### config.mk
export PLATFORM = sky130hd
export DESIGN_NAME = transfer_receiver
export DESIGN_NICKNAME = d
export VERILOG_FILES = /design/src/rtl/transfer_receiver.sv
export SDC_FILE = /design/constraint.sdc
export NUM_CORES = 1
export LEC_CHECK = 0
export ABC_AREA = 1
export BUFFER_PORTS_ARGS = -buffer_cell sky130_fd_sc_hd__buf_2
export CAP_MARGIN = 5
export CORE_MARGIN = 2
export CORE_UTILIZATION = 35
export DETAILED_ROUTE_END_ITERATION = 12
export GPL_TIMING_DRIVEN = 1
export SYNTH_ARGS = -nofsm -noshare
export SYNTH_HDL_FRONTEND = slang
export SYNTH_SLANG_ARGS = --single-unit
### constraint.sdc
create_clock -name clk -period 2.2 [get_ports clk]
set_input_delay 0.22 -clock clk [delete_from_list [all_inputs] [get_ports clk]]
set_output_delay 0.22 -clock clk [all_outputs]
set_load 0.02 [all_outputs]
### src/rtl/transfer_receiver.sv
// Serial-to-parallel receiver: assembles MSB-first words from a strobed bit
// stream and buffers them in a small FIFO for a consumer that pops one at a time.
module transfer_receiver #(
    parameter int WORD_WIDTH = 8,
    parameter int DEPTH      = 4
) (
    input  logic                    clk,
    input  logic                    rst,
    input  logic                    serialClkIn,
    input  logic                    serialDataIn,
    input  logic                    readRequest,
    output logic                    readyForTransferOut,
    output logic [WORD_WIDTH-1:0]   wordOut,
    output logic                    wordValid,
    output logic [$clog2(DEPTH):0]  storedCount,
    output logic                    overflow
);
    localparam int AW = (DEPTH > 1) ? $clog2(DEPTH) : 1;
    localparam int CW = $clog2(DEPTH) + 1;
    localparam int BW = (WORD_WIDTH > 1) ? $clog2(WORD_WIDTH) : 1;

    logic                  sclk_prev_q;
    logic [BW-1:0]         bit_cnt_q, bit_cnt_d;
    logic [WORD_WIDTH-1:0] asm_q, asm_d;
    logic [AW-1:0]         wr_ptr_q, wr_ptr_d, rd_ptr_q, rd_ptr_d;
    logic [CW-1:0]         count_q, count_d;
    logic [WORD_WIDTH-1:0] word_q, word_d;
    logic                  valid_q, valid_d;
    logic                  ovf_q, ovf_d;
    logic [WORD_WIDTH-1:0] mem_q [DEPTH];

    logic                  strobe, last_bit, pop, full, do_write;
    logic [WORD_WIDTH-1:0] push_word;

    assign strobe    = serialClkIn & ~sclk_prev_q;
    assign last_bit  = strobe && (bit_cnt_q == BW'(WORD_WIDTH - 1));
    assign push_word = {asm_q[WORD_WIDTH-2:0], serialDataIn};
    assign full      = (count_q == CW'(DEPTH));
    assign pop       = readRequest && (count_q != '0);
    // A pop in the same cycle frees the slot, so a push into a full FIFO still lands.
    assign do_write  = last_bit && (!full || pop);

    always_comb begin
        bit_cnt_d = bit_cnt_q;
        asm_d     = asm_q;
        wr_ptr_d  = wr_ptr_q;
        rd_ptr_d  = rd_ptr_q;
        count_d   = count_q;
        word_d    = word_q;
        valid_d   = 1'b0;
        ovf_d     = ovf_q;

        if (strobe) begin
            asm_d     = push_word;
            bit_cnt_d = last_bit ? '0 : bit_cnt_q + 1'b1;
        end
        if (last_bit && !do_write)
            ovf_d = 1'b1;
        if (do_write)
            wr_ptr_d = wr_ptr_q + 1'b1;
        if (pop) begin
            word_d   = mem_q[rd_ptr_q];
            valid_d  = 1'b1;
            rd_ptr_d = rd_ptr_q + 1'b1;
        end
        count_d = count_q + CW'(do_write) - CW'(pop);
    end

    always_ff @(posedge clk) begin
        // Edge detector tracks the line even in reset so a held-high strobe never re-fires.
        sclk_prev_q <= serialClkIn;
        if (rst) begin
            bit_cnt_q <= '0;
            asm_q     <= '0;
            wr_ptr_q  <= '0;
            rd_ptr_q  <= '0;
            count_q   <= '0;
            word_q    <= '0;
            valid_q   <= 1'b0;
            ovf_q     <= 1'b0;
        end else begin
            bit_cnt_q <= bit_cnt_d;
            asm_q     <= asm_d;
            wr_ptr_q  <= wr_ptr_d;
            rd_ptr_q  <= rd_ptr_d;
            count_q   <= count_d;
            word_q    <= word_d;
            valid_q   <= valid_d;
            ovf_q     <= ovf_d;
        end
    end

    always_ff @(posedge clk) begin
        if (!rst && do_write)
            mem_q[wr_ptr_q] <= push_word;
    end

    assign readyForTransferOut = (count_q < CW'(DEPTH));
    assign wordOut             = word_q;
    assign wordValid           = valid_q;
    assign storedCount         = count_q;
    assign overflow            = ovf_q;
endmodule

## Yosys cells after proc, flatten, opt, wreduce, memory -nomap -nowiden

Memory sizes are Yosys's and may differ from the RTL's. A register that Yosys moved wholly into a read port is not among the register bits.
Cells that the tools add are included.

| word-level totals | value |
|---|---|
| flip-flop bits (word level) | 20 |
| memory bits (writable) | 32 |
| input port bits | 5 |
| output and inout port bits | 14 |
| logic and storage cells | 33 |
| memories | 1 |

| cells by class | value |
|---|---|
| $add $sub $neg | 5 |
| magnitude comparators | 1 |
| equality and inequality tests | 2 |
| multiplexer cells | 4 |
| bitwise logic cells | 2 |
| reduce and logical (&&, ||, !) cells | 10 |

Memories:

| name | depth | bits a word | rd ports | clocked after Yosys merged registers in | write ports | line | text |
|---|---|---|---|---|---|---|---|
| mem_q | 4 | 8 | 1 | 1 | 1 | 30 | `logic [WORD_WIDTH-1:0] mem_q [DEPTH];` |

Operators by type and width:

| cell | count |
|---|---|
| $eq A3 B3 Y1 const B | 2 |
| $logic_and A1 B1 Y1 | 5 |
| $add A2 B1 Y2 const B | 2 |
| $add A3 B1 Y3 | 1 |
| $add A3 B1 Y3 const B | 1 |
| $logic_not A1 Y1 | 3 |
| $lt A3 B3 Y1 const B | 1 |
| $mux W1 | 3 |
| $mux W3 | 1 |
| $reduce_bool A3 Y1 | 1 |
| $sub A3 B1 Y3 | 1 |
| $and A1 B1 Y1 | 1 |
| $logic_or A1 B1 Y1 | 1 |
| $not A1 Y1 | 1 |

## Logic depth before layout (Yosys ltp)

Gate-level depths: netlist of run 1.

| logic depth | value |
|---|---|
| word-level depth | 7 |
| gate-level depth with buffers | 13 |
| gate-level depth less buffers | 13 |

## Worst setup path before layout of run 1

OpenSTA, ideal clock, no wires.

| timing path | value |
|---|---|
| kind | register to register |
| start | register count_q[1], in the netlist storedCount[1] |
| end | register count_q[2], in the netlist storedCount[2] |
| library setup time | 113 ps |
| arrival time | 1910 ps |
| required time | 2087 ps |
| slack | 177 ps |
| stages on the path, launching flop included | 13 |
| buffers on the path | 1 |
| period minus slack after synthesis | 2023 ps |
| path through | dfxtp_1 -> nor2_2 -> nand2_2 -> nand2_2 -> buf_6 -> inv_2 -> ha_1 -> inv_1 -> ha_1 -> inv_1 -> fa_1 -> nor2_1 -> nor2_1 |

| on the way | value |
|---|---|
| word-level cells in the longest chain between the ends | 6 |
| elaborated cells between the ends (all ways) | 8 |
| classes of those cells | add/sub (2); eq/ne (1); reduce/logical (5) |

RTL lines:

| element | line | text |
|---|---|---|
| from (decl) | 26 | `logic [CW-1:0] count_q, count_d;` |
| from (signal assigned) | 86 | `count_q <= count_d;` |
| $reduce_bool A3 Y1 * | 39 | `assign pop = readRequest && (count_q != '0);` |
| $logic_and A1 B1 Y1 * | 39 |  |
| named net pop | 32 | `logic strobe, last_bit, pop, full, do_write;` |
| $logic_or A1 B1 Y1 | 41 | `assign do_write = last_bit && (!full \|\| pop);` |
| $logic_and A1 B1 Y1 | 41 |  |
| $add A3 B1 Y3 | 66 | `count_d = count_q + CW'(do_write) - CW'(pop);` |
| $sub A3 B1 Y3 * | 66 |  |

Mark *: on every way through the listed nets, which the timed path passes. The rest lies on a longest branch.
A chain may end at the register's enable or synchronous reset.

## Worst setup path in the final report of run 1

| timing path | value |
|---|---|
| start | register bit_cnt_q[0] |
| end | register count_q[2], in the netlist storedCount[2] |

| on the way | value |
|---|---|
| word-level cells in the longest chain between the ends | 5 |

RTL lines:

| element | line | text |
|---|---|---|
| from (decl) | 23 | `logic [BW-1:0] bit_cnt_q, bit_cnt_d;` |
| from (signal assigned) | 82 | `bit_cnt_q <= bit_cnt_d;` |
| $eq A3 B3 Y1 | 36 | `assign last_bit = strobe && (bit_cnt_q == BW'(WORD_WIDTH - 1));` |
| $logic_and A1 B1 Y1 | 36 |  |
| $logic_and A1 B1 Y1 | 41 |  |
| $add A3 B1 Y3 | 66 |  |
| $sub A3 B1 Y3 | 66 |  |

No other way between the ends.

==> results.toml, run 1 <==
[sta]
finalHoldViolCount = 0
fin_crit_sh_pct = 91.51
fin_skew_ns = 0.006569
fin_crit_ns = 2.013
fmax_ghz = 0.4967
rsz0062_at_grt = "no"
worst_slew_pin_slew_ns = 0.2921
slew_viol_final = 0
setup_viol = 0
slew_headroom_pct = 80.41
setup_tns_ns = 0

[layout]
drive_above_1_share_pct = 20.06
fin_nets = 338
final_cell_count_no_fill = 428
fin_util_pct = 41.95
area_delta_synth_final_pct = 14.90
diodes = 0

[synth]
synth_edf_count = 32
ys_ff_latch = 60
netlist_area_um2 = 2663
ys_types = 26
yosys_warnings = 0
synth_top_area_share_pct = 36.09
synth.largest_area_cell = "edfxtp_1"
syn_nets = 308
ys.flop_type = "edfxtp_1"
synth_common_cells = "61 x nand2_1, 54 x inv_1, 41 x nor2_1"
synth_area_leaders = "edfxtp_1 36%, dfxtp_1 21%, nand2_1 8.6%"
yosysSeqAreaShare_pct = 57.14
syn_area_per_cell_um2 = 9.056
async_flop_share_pct = 0
syn_inst = 294
yosysMostFrequentCell = "nand2_1"

[routing]
firstDrtPassIters = 4
vias_per_cell = 4.145
wire_per_inst_um = 10.65
routed_wl_mm = 4.558
drt_iter0_drc = 68
route.detailed.drc = 0
ant_nets = 0
num_vias = 1774

[floorplanning]
fp.coreArea_um2 = 7292
io_pins = 19
die_width_um = 91.22
die_h_um = 91.22
start_util_pct = 36.51
die_area_um2 = 8321
row_count = 31

[place]
dpl.cell_count = 412
place_congestion = 0.7074
dp_hpwl_mm = 3.016
io_buffer_count = 18

[cts]
cts_resized = 0
root_buffer = "clkbuf_8"
numCtsBuffers = 9
cts_max_level = 3
clk_path_buf_depth = 2
cts_sinks = 60
cts.clk_slew.worst_paths_ns = 0.06
postCtsSetupBuffers = 0
ctsHoldBuffers = 0
insertion_delay_ns = 0.33
cts_tree = "done"

[power]
share_comb_of_total_power_pct = 26.3
p_sw_w = 0.0009872
vdd_ir_drop_max_mv = 0.3178
leakagePower_nw = 1.418
pwr_density_cell_nw_per_um2 = 1006
netSwitchingFraction_pct = 32.08
seq_power_share_pct = 43.8
clockPowerShare_pct = 30.0
p_int_w = 0.002091

[critical_path]
cp.required_ns = 2.43
critical_path_class = "reg -> reg"
worstSetupEndpointType = "register"
crit_fanout = 3
start_kind = "register"
worstPathArrival_ns = 2.24

[flow_run]
cap_violations = 0

[global_route]
first_global_vias = 1714
track_usage_pct = 12.64
globalRouteOverflowTotal = 0
grt_start_max_net_pins = 23
grt_pass1_wl_mm = 8.045
antenna_found_initial = 0

[run_status]
outcome = "completed"

[worst_hold_path]
hold_class = "in -> reg"
per-layer routing:
layer,part of all wire (%),GRT usage [%]
met3,4.4,3.320
met5,0,0
met2,47,19.69
met4,2.2,7.828
met1,46,15.58
layout by cell type (no fill, tap or decap):
| cell type | instances |
|---|---|
| nand3b_1 | 1 |
| edfxtp_1 | 32 |
| buf_2 | 18 |
| nand2_2 | 8 |
| fa_1 | 1 |
| inv_2 | 2 |
| inv_1 | 54 |
| ha_1 | 7 |
| nand3_1 | 20 |
| buf_4 | 10 |
| a21oi_1 | 4 |
| clkinv_1 | 1 |
| dfxtp_1 | 27 |
| clkbuf_8 | 13 |
| o21ai_0 | 10 |
| inv_8 | 1 |
| clkinv_2 | 1 |
| ha_2 | 1 |
| nand2_1 | 61 |
| a21oi_2 | 1 |
| nor2_2 | 8 |
| clkbuf_1 | 2 |
| o21ai_2 | 1 |
| o211a_1 | 1 |
| nor2_4 | 1 |
| nor2_1 | 41 |
| dfxtp_2 | 1 |
| xor2_1 | 1 |
cell families (layout without fill, tap and decap cells):
kind of cell	after synthesis	after routing	synth area share [%]
simple gates	140	140	22.60
buf+inv	67	102	11.75
flops	60	60	57.14
compound gates	17	17	3.666
fa+ha+maj	9	9	4.511
xor+xnor	1	1	0.3290
worst max-delay path: stages (launching register included):
cell and delay [ns]:
dfxtp_2 0.34, ha_1 0.15, ha_2 0.17, inv_1 0.07
nor2_4 0.11, nand2_1 0.06, ha_1 0.26, inv_1 0.05
ha_1 0.13, inv_1 0.05, fa_1 0.37, nor2_1 0.11
nor2_1 0.05
sequential cells by signal, indices dropped and copies added (netlist names):
name         flops
storedCount      3
wordValid        1
overflow         1
wr_ptr_q         2
mem_q           32
sclk_prev_q      1
asm_q            7
bit_cnt_q        3
wordOut          8
rd_ptr_q         2
path summary, 6_finish.rpt:
path           startpoint              to  slack (ns)  depth (start not counted)
min           serialClkIn     sclk_prev_q        0.04                          1
min reg2reg      overflow        overflow        0.45                          2
max          bit_cnt_q[0]  storedCount[2]        0.19                         12
max reg2reg  bit_cnt_q[0]  storedCount[2]        0.19                         12
stage by stage:
stage / area, µm² / power, W / hold WS (ns) / setup WS [ns]
after floorplan: 2663 / 0.002053 / 0.2477 / 0.1768
after global placement: 2864 / 0.002179 / 0.3596 / 0.2165
after detailed placement: 2864 / 0.002192 / 0.3747 / 0.1801
after CTS: 3055 / 0.003124 / 0.01888 / 0.1648
after global routing: 3059 / 0.003291 / 0.02640 / 0.004686
final: 3059 / 0.003078 / 0.03528 / 0.1867
area by class of cell:
class,instances,area [µm²]
tap,99,123.9
clock inverter,1,5.005
multi-input combinational,167,830.8
fill,759,4233
sequential,60,1523
timing repair buffer,28,165.2
clock buffer,15,186.4
inverter,58,225.2
power groups by stage:
stage               combinational, W  sequential (W)  clock, W
detailed placement          0.000819         0.00137         0
CTS                         0.000825         0.00135  0.000952
global placement            0.000812         0.00137         0
global route                0.000929         0.00136   0.00100
finish                      0.000808         0.00135  0.000923
floorplan                   0.000589         0.00146         0
Power figures use the tool's default switching activity.
==> run 2: changes to the inputs <==
--- a/config.mk
+++ b/config.mk
@@ -9,7 +9,7 @@
 export BUFFER_PORTS_ARGS = -buffer_cell sky130_fd_sc_hd__buf_2
 export CAP_MARGIN = 5
 export CORE_MARGIN = 2
-export CORE_UTILIZATION = 35
+export CORE_UTILIZATION = 41
 export DETAILED_ROUTE_END_ITERATION = 12
 export GPL_TIMING_DRIVEN = 1
 export SYNTH_ARGS = -nofsm -noshare
==> constraint.sdc (replaced) <==
create_clock -name clk -period 2.1 [get_ports clk]
set_input_delay 0.21 -clock clk [delete_from_list [all_inputs] [get_ports clk]]
set_output_delay 0.21 -clock clk [all_outputs]
set_load 0.02 [all_outputs]
==> run 2 against run 1 <==
Effect of this change: via count up 1.3%; combinational power up 7.8%; die area down 14%; critical path depth down 1; setup slack worse by 0.014 ns; critical path type unchanged; highest routed layer unchanged.
==> results.toml, run 2 (synthesis gave the netlist of run 1 again) <==
[cts]
root_buffer = "clkbuf_8"
insertion_delay_ns = 0.35
postCtsSetupBuffers = 0
cts_resized = 0
cts_max_level = 3
clk_path_buf_depth = 2
numCtsBuffers = 9
cts_tree = "done"
cts.clk_slew.worst_paths_ns = 0.07
cts_sinks = 60
ctsHoldBuffers = 0

[critical_path]
start_kind = "register"
worst-path-buf-inv = 3
cp_slowest_cell = "fa_2"
critical_path_class = "reg -> reg"
cp.required_ns = 2.34
worstSetupEndpointType = "register"
worstPathArrival_ns = 2.17
critPathMostFrequentCell = "ha_4"
cp_top_family = "adder cells"
crit_chain = "ha_4 > ha_4 > inv_2 > nor2_4 > nand2_2 > ha_4 > inv_1 > ha_2 > inv_1 > fa_2 > nor2_1"
crit_fanout = 3
slowest_delay_ns = 0.51

[sta]
fin_skew_ns = 0.007680
rsz0062_at_grt = "no"
finalHoldViolCount = 0
worst_slew_pin_slew_ns = 0.2864
fmax_ghz = 0.5190
fin_crit_sh_pct = 91.76
slew_headroom_pct = 80.79
fin_crit_ns = 1.927
slew_viol_final = 0
setup_tns_ns = 0
setup_viol = 0

[layout]
fin_util_pct = 49.11
fin_nets = 339
final_cell_count_no_fill = 407
area_delta_synth_final_pct = 16.45
diodes = 0
drive_above_1_share_pct = 22.42
largest_reg_flops = 32
top_register = "mem_q"
final_cell_mix = "60 x nand2_1, 53 x inv_1, 41 x nor2_1"
fillers = 595
final_common_cell = "nand2_1"

[floorplanning]
die_h_um = 84.59
fp.coreArea_um2 = 6314
io_pins = 19
die_width_um = 84.59
start_util_pct = 42.17
die_area_um2 = 7155
row_count = 29

[place]
dp_hpwl_mm = 3.013
dpl.cell_count = 391
place_congestion = 0.7703
io_buffer_count = 18

[global_route]
grt_pass1_wl_mm = 7.928
track_usage_pct = 14.41
met2_usage_pct = 22.98
first_global_vias = 1796
use_met1_pct = 17.00
grt_start_max_net_pins = 23
globalRouteOverflowTotal = 0
antenna_found_initial = 0
top_usage_layer = "met2"
grtUsageMet3_pct = 3.933

[power]
leakagePower_nw = 1.428
pwr_density_cell_nw_per_um2 = 1090
vdd_ir_drop_max_mv = 0.6349

[routing]
num_vias = 1797
routed_wl_mm = 4.541
wire_per_inst_um = 11.16
vias_per_cell = 4.415
ant_nets = 0
route.detailed.drc = 0
drt_iter0_drc = 98
firstDrtPassIters = 4

[flow_run]
cap_violations = 0

[run_status]
outcome = "completed"

[worst_hold_path]
hold_class = "in -> reg"
run 2: cell count changes in the layout (fill, tap and decap cells not counted), sizes merged:
cell	previous run	this run
buf	28	29
clkbuf	15	10
clkinv	2	5
bufinv	0	2
run 2: layer usage:
layer / vias up / part of all wire [%] / wire, µm
li1: 962 / - / -
met1: 797 / 49 / 2206
met2: 27 / 44 / 2020
met3: 11 / 3.9 / 178
met4: 0 / 3.0 / 136
met5: - / 0 / 0
run 2: cell type report:
cell class,instances,area (µm²),share of cell area [%]
Sequential cell,60,1526,49.23
Clock buffer,10,127.6,4.116
Timing Repair Buffer,29,172.7,5.569
Inverter,58,225.2,7.264
Tap cell,77,96.34,3.107
Multi-Input combinational cell,167,873.3,28.17
Clock inverter,6,78.83,2.542
run 2: through the flow:
step | hold slack, ns | worst slack, ns | total power (W) | cell area, µm²
after floorplan | 0.2377 | 0.07684 | 0.002151 | 2663
after global placement | 0.3547 | 0.09744 | 0.002282 | 2844
after detailed placement | 0.3579 | 0.03851 | 0.002301 | 2844
after CTS | 0.004533 | 0.03094 | 0.003391 | 3050
after global routing | 0.01551 | 0.04626 | 0.003583 | 3100
final | 0.006975 | 0.1731 | 0.003379 | 3100
run 2: final timing paths:
check / startpoint / to / slack, ns / cells after the start
hold reg to reg: overflow / overflow / 0.45 / 2
setup / recovery: bit_cnt_q[0] / storedCount[1] / 0.17 / 11
hold / removal: serialClkIn / sclk_prev_q / 0.007 / 1
setup reg to reg: bit_cnt_q[0] / storedCount[1] / 0.17 / 11
run 2: where the power goes:
part           switching [W]  leakage, nW  total (W)  internal, W
logic               0.000566        0.796   0.000871     0.000306
clock network       0.000436        0.107    0.00109     0.000657
registers          0.0000719        0.524    0.00141      0.00134
==> run 3: changes to the inputs <==
--- a/config.mk
+++ b/config.mk
@@ -9,9 +9,10 @@
 export BUFFER_PORTS_ARGS = -buffer_cell sky130_fd_sc_hd__buf_2
 export CAP_MARGIN = 5
 export CORE_MARGIN = 2
-export CORE_UTILIZATION = 41
+export CORE_UTILIZATION = 50
 export DETAILED_ROUTE_END_ITERATION = 12
 export GPL_TIMING_DRIVEN = 1
+export PLACE_DENSITY = 0.68
 export SYNTH_ARGS = -nofsm -noshare
 export SYNTH_HDL_FRONTEND = slang
 export SYNTH_SLANG_ARGS = --single-unit
==> run 3 against run 2 <==
Effect of this change: final area decreased by 1.2%; sequential power about the same; clock skew about the same; clock-buffer cell count increased by 2; register-to-register slack got worse by 0.08 ns; largest power group unchanged; routed wire length decreased by 4.0%; clock power decreased by 13%; via count decreased by 1.0%; setup slack got worse by 0.079 ns; hold slack improved by 0.12 ns; critical path type unchanged.
==> results.toml, run 3 (synthesis gave the netlist of run 1 again) <==
[routing]
num_vias = 1779
vias_per_cell = 4.436
route.detailed.drc = 0
routed_wl_mm = 4.361
firstDrtPassIters = 4
ant_nets = 0
wire_per_inst_um = 10.88
drt_iter0_drc = 79

[power]
p_sw_w = 0.001064
vdd_ir_drop_max_mv = 0.5300
share_comb_of_total_power_pct = 26.6
netSwitchingFraction_pct = 33.00
seq_power_share_pct = 43.9
clockPowerShare_pct = 29.5
fin_total_pwr_w = 0.003223
pwr_density_cell_nw_per_um2 = 1052
p_int_w = 0.002159
leakagePower_nw = 1.423

[cts]
insertion_delay_ns = 0.34
cts_max_level = 3
postCtsSetupBuffers = 0
cts.clk_slew.worst_paths_ns = 0.06
cts_sinks = 60
root_buffer = "clkbuf_8"
numCtsBuffers = 9
clk_path_buf_depth = 2
cts_tree = "done"

[worst_hold_path]
min_from = "rst"
holdPathEnd = "rd_ptr_q[1]"
hold_class = "in -> reg"
hold_path_depth = 2

[sta]
fin_crit_ns = 2.006
slew_headroom_pct = 82.39
worst_slew_pin_slew_ns = 0.2625
fmax_ghz = 0.4985
slew_viol_final = 0
setup_viol = 0
fin_skew_ns = 0.007973
setup_tns_ns = 0
fin_crit_sh_pct = 95.52
finalHoldViolCount = 0

[global_route]
grt_pass1_wl_mm = 7.438
globalRouteOverflowTotal = 0
antenna_found_initial = 0
track_usage_pct = 16.25
first_global_vias = 1675
grt_start_max_net_pins = 23

[critical_path]
worst-path-buf-inv = 3
cp_slowest_cell = "fa_2"
cp_top_family = "adder cells"
r2r-end = "storedCount[1]"
worstPathArrival_ns = 2.23
rr_worst_depth = 11
worstSetupEndpointType = "register"
cp.required_ns = 2.32
r2r-start = "bit_cnt_q[0]"
start_kind = "register"
timing.reg2reg.setup_slack_ns = 0.09
critical_path_class = "reg -> reg"
crit_chain = "ha_4 > ha_4 > inv_2 > nor2_4 > nand2_1 > ha_1 > inv_1 > ha_1 > inv_1 > fa_2 > nor2_1"
slowest_delay_ns = 0.51
crit_fanout = 3

[place]
dp_hpwl_mm = 3.015
place_congestion = 0.8114
io_buffer_count = 18

[layout]
diodes = 0
fin_nets = 340
drive_above_1_share_pct = 22.05
area_delta_synth_final_pct = 15.04
largest_reg_flops = 32
final_common_cell = "nand2_1"
final_cell_mix = "61 x nand2_1, 53 x inv_1, 41 x nor2_1"
top_register = "mem_q"

[floorplanning]
die_h_um = 76.98
start_util_pct = 52.13
fp.coreArea_um2 = 5107
die_width_um = 76.98
die_area_um2 = 5925
io_pins = 19
row_count = 26

[run_status]
outcome = "completed"

[flow_run]
cap_violations = 0
run 3: what timing repair did:
item                                    CTS  global route
endpoints found under the setup margin    1             2
hold endpoints to repair                  1             0
gates resized for setup                   1             7
pin swaps                                 0             0
hold buffers                              1             0
run 3: how the worst max path moves through the flow:
stage                           endpoint      startpoint  slack [ns]  cells after the start
final                     storedCount[1]    bit_cnt_q[0]        0.09                     11
after global routing      storedCount[1]    bit_cnt_q[0]     -0.0003                     11
after CTS                 storedCount[2]    bit_cnt_q[0]       0.003                     12
after detailed placement  storedCount[2]    bit_cnt_q[0]      -0.006                     12
after global placement    storedCount[2]    bit_cnt_q[0]        0.13                     12
after floorplan           storedCount[2]  storedCount[1]        0.08                     12
run 3: worst register-to-register path, stage by stage (launching register included):
cell     delay, ns
dfxtp_2       0.36
ha_4          0.14
ha_4          0.12
inv_2         0.04
nor2_4        0.10
nand2_1       0.06
ha_1          0.27
inv_1         0.06
ha_1          0.14
inv_1         0.05
fa_2          0.51
nor2_1        0.04
run 3: layer usage:
metal	GRT usage (%)	share of wire [%]
met3	3.529	2.7
met5	0	0
met1	19.97	48
met2	26.05	47
met4	10.18	2.6
run 3: through the flow:
stage	utilization [%]	instance area [µm²]	worst slack, ns	cells	hold WS [ns]
final	59.97	3063	0.09405	401	0.1223
after global routing	59.97	3063	-0.0003406	401	0.1332
after CTS	59.41	3034	0.003149	401	0.1128
after detailed placement	55.51	2835	-0.005751	384	0.3525
after global placement	55.51	2835	0.1288	384	0.3503
after floorplan	-	2663	0.07684	294	0.2377
run 3: cell type report:
cell class	instances	area, µm²
Clock buffer	12	165.2
Clock inverter	4	22.52
Fill cell	469	2044
Inverter	58	225.2
Multi-Input combinational cell	167	855.8
Sequential cell	60	1524
Tap cell	70	87.58
Timing Repair Buffer	30	182.7
run 3: power by group through the flow:
| stage | clock network [W] | logic (W) | registers [W] |
|---|---|---|---|
| floorplan | 0 | 0.000618 | 0.00153 |
| global placement | 0 | 0.000837 | 0.00143 |
| detailed placement | 0 | 0.000855 | 0.00144 |
| CTS | 0.000971 | 0.000863 | 0.00141 |
| global route | 0.00102 | 0.000982 | 0.00143 |
| finish | 0.000951 | 0.000858 | 0.00141 |
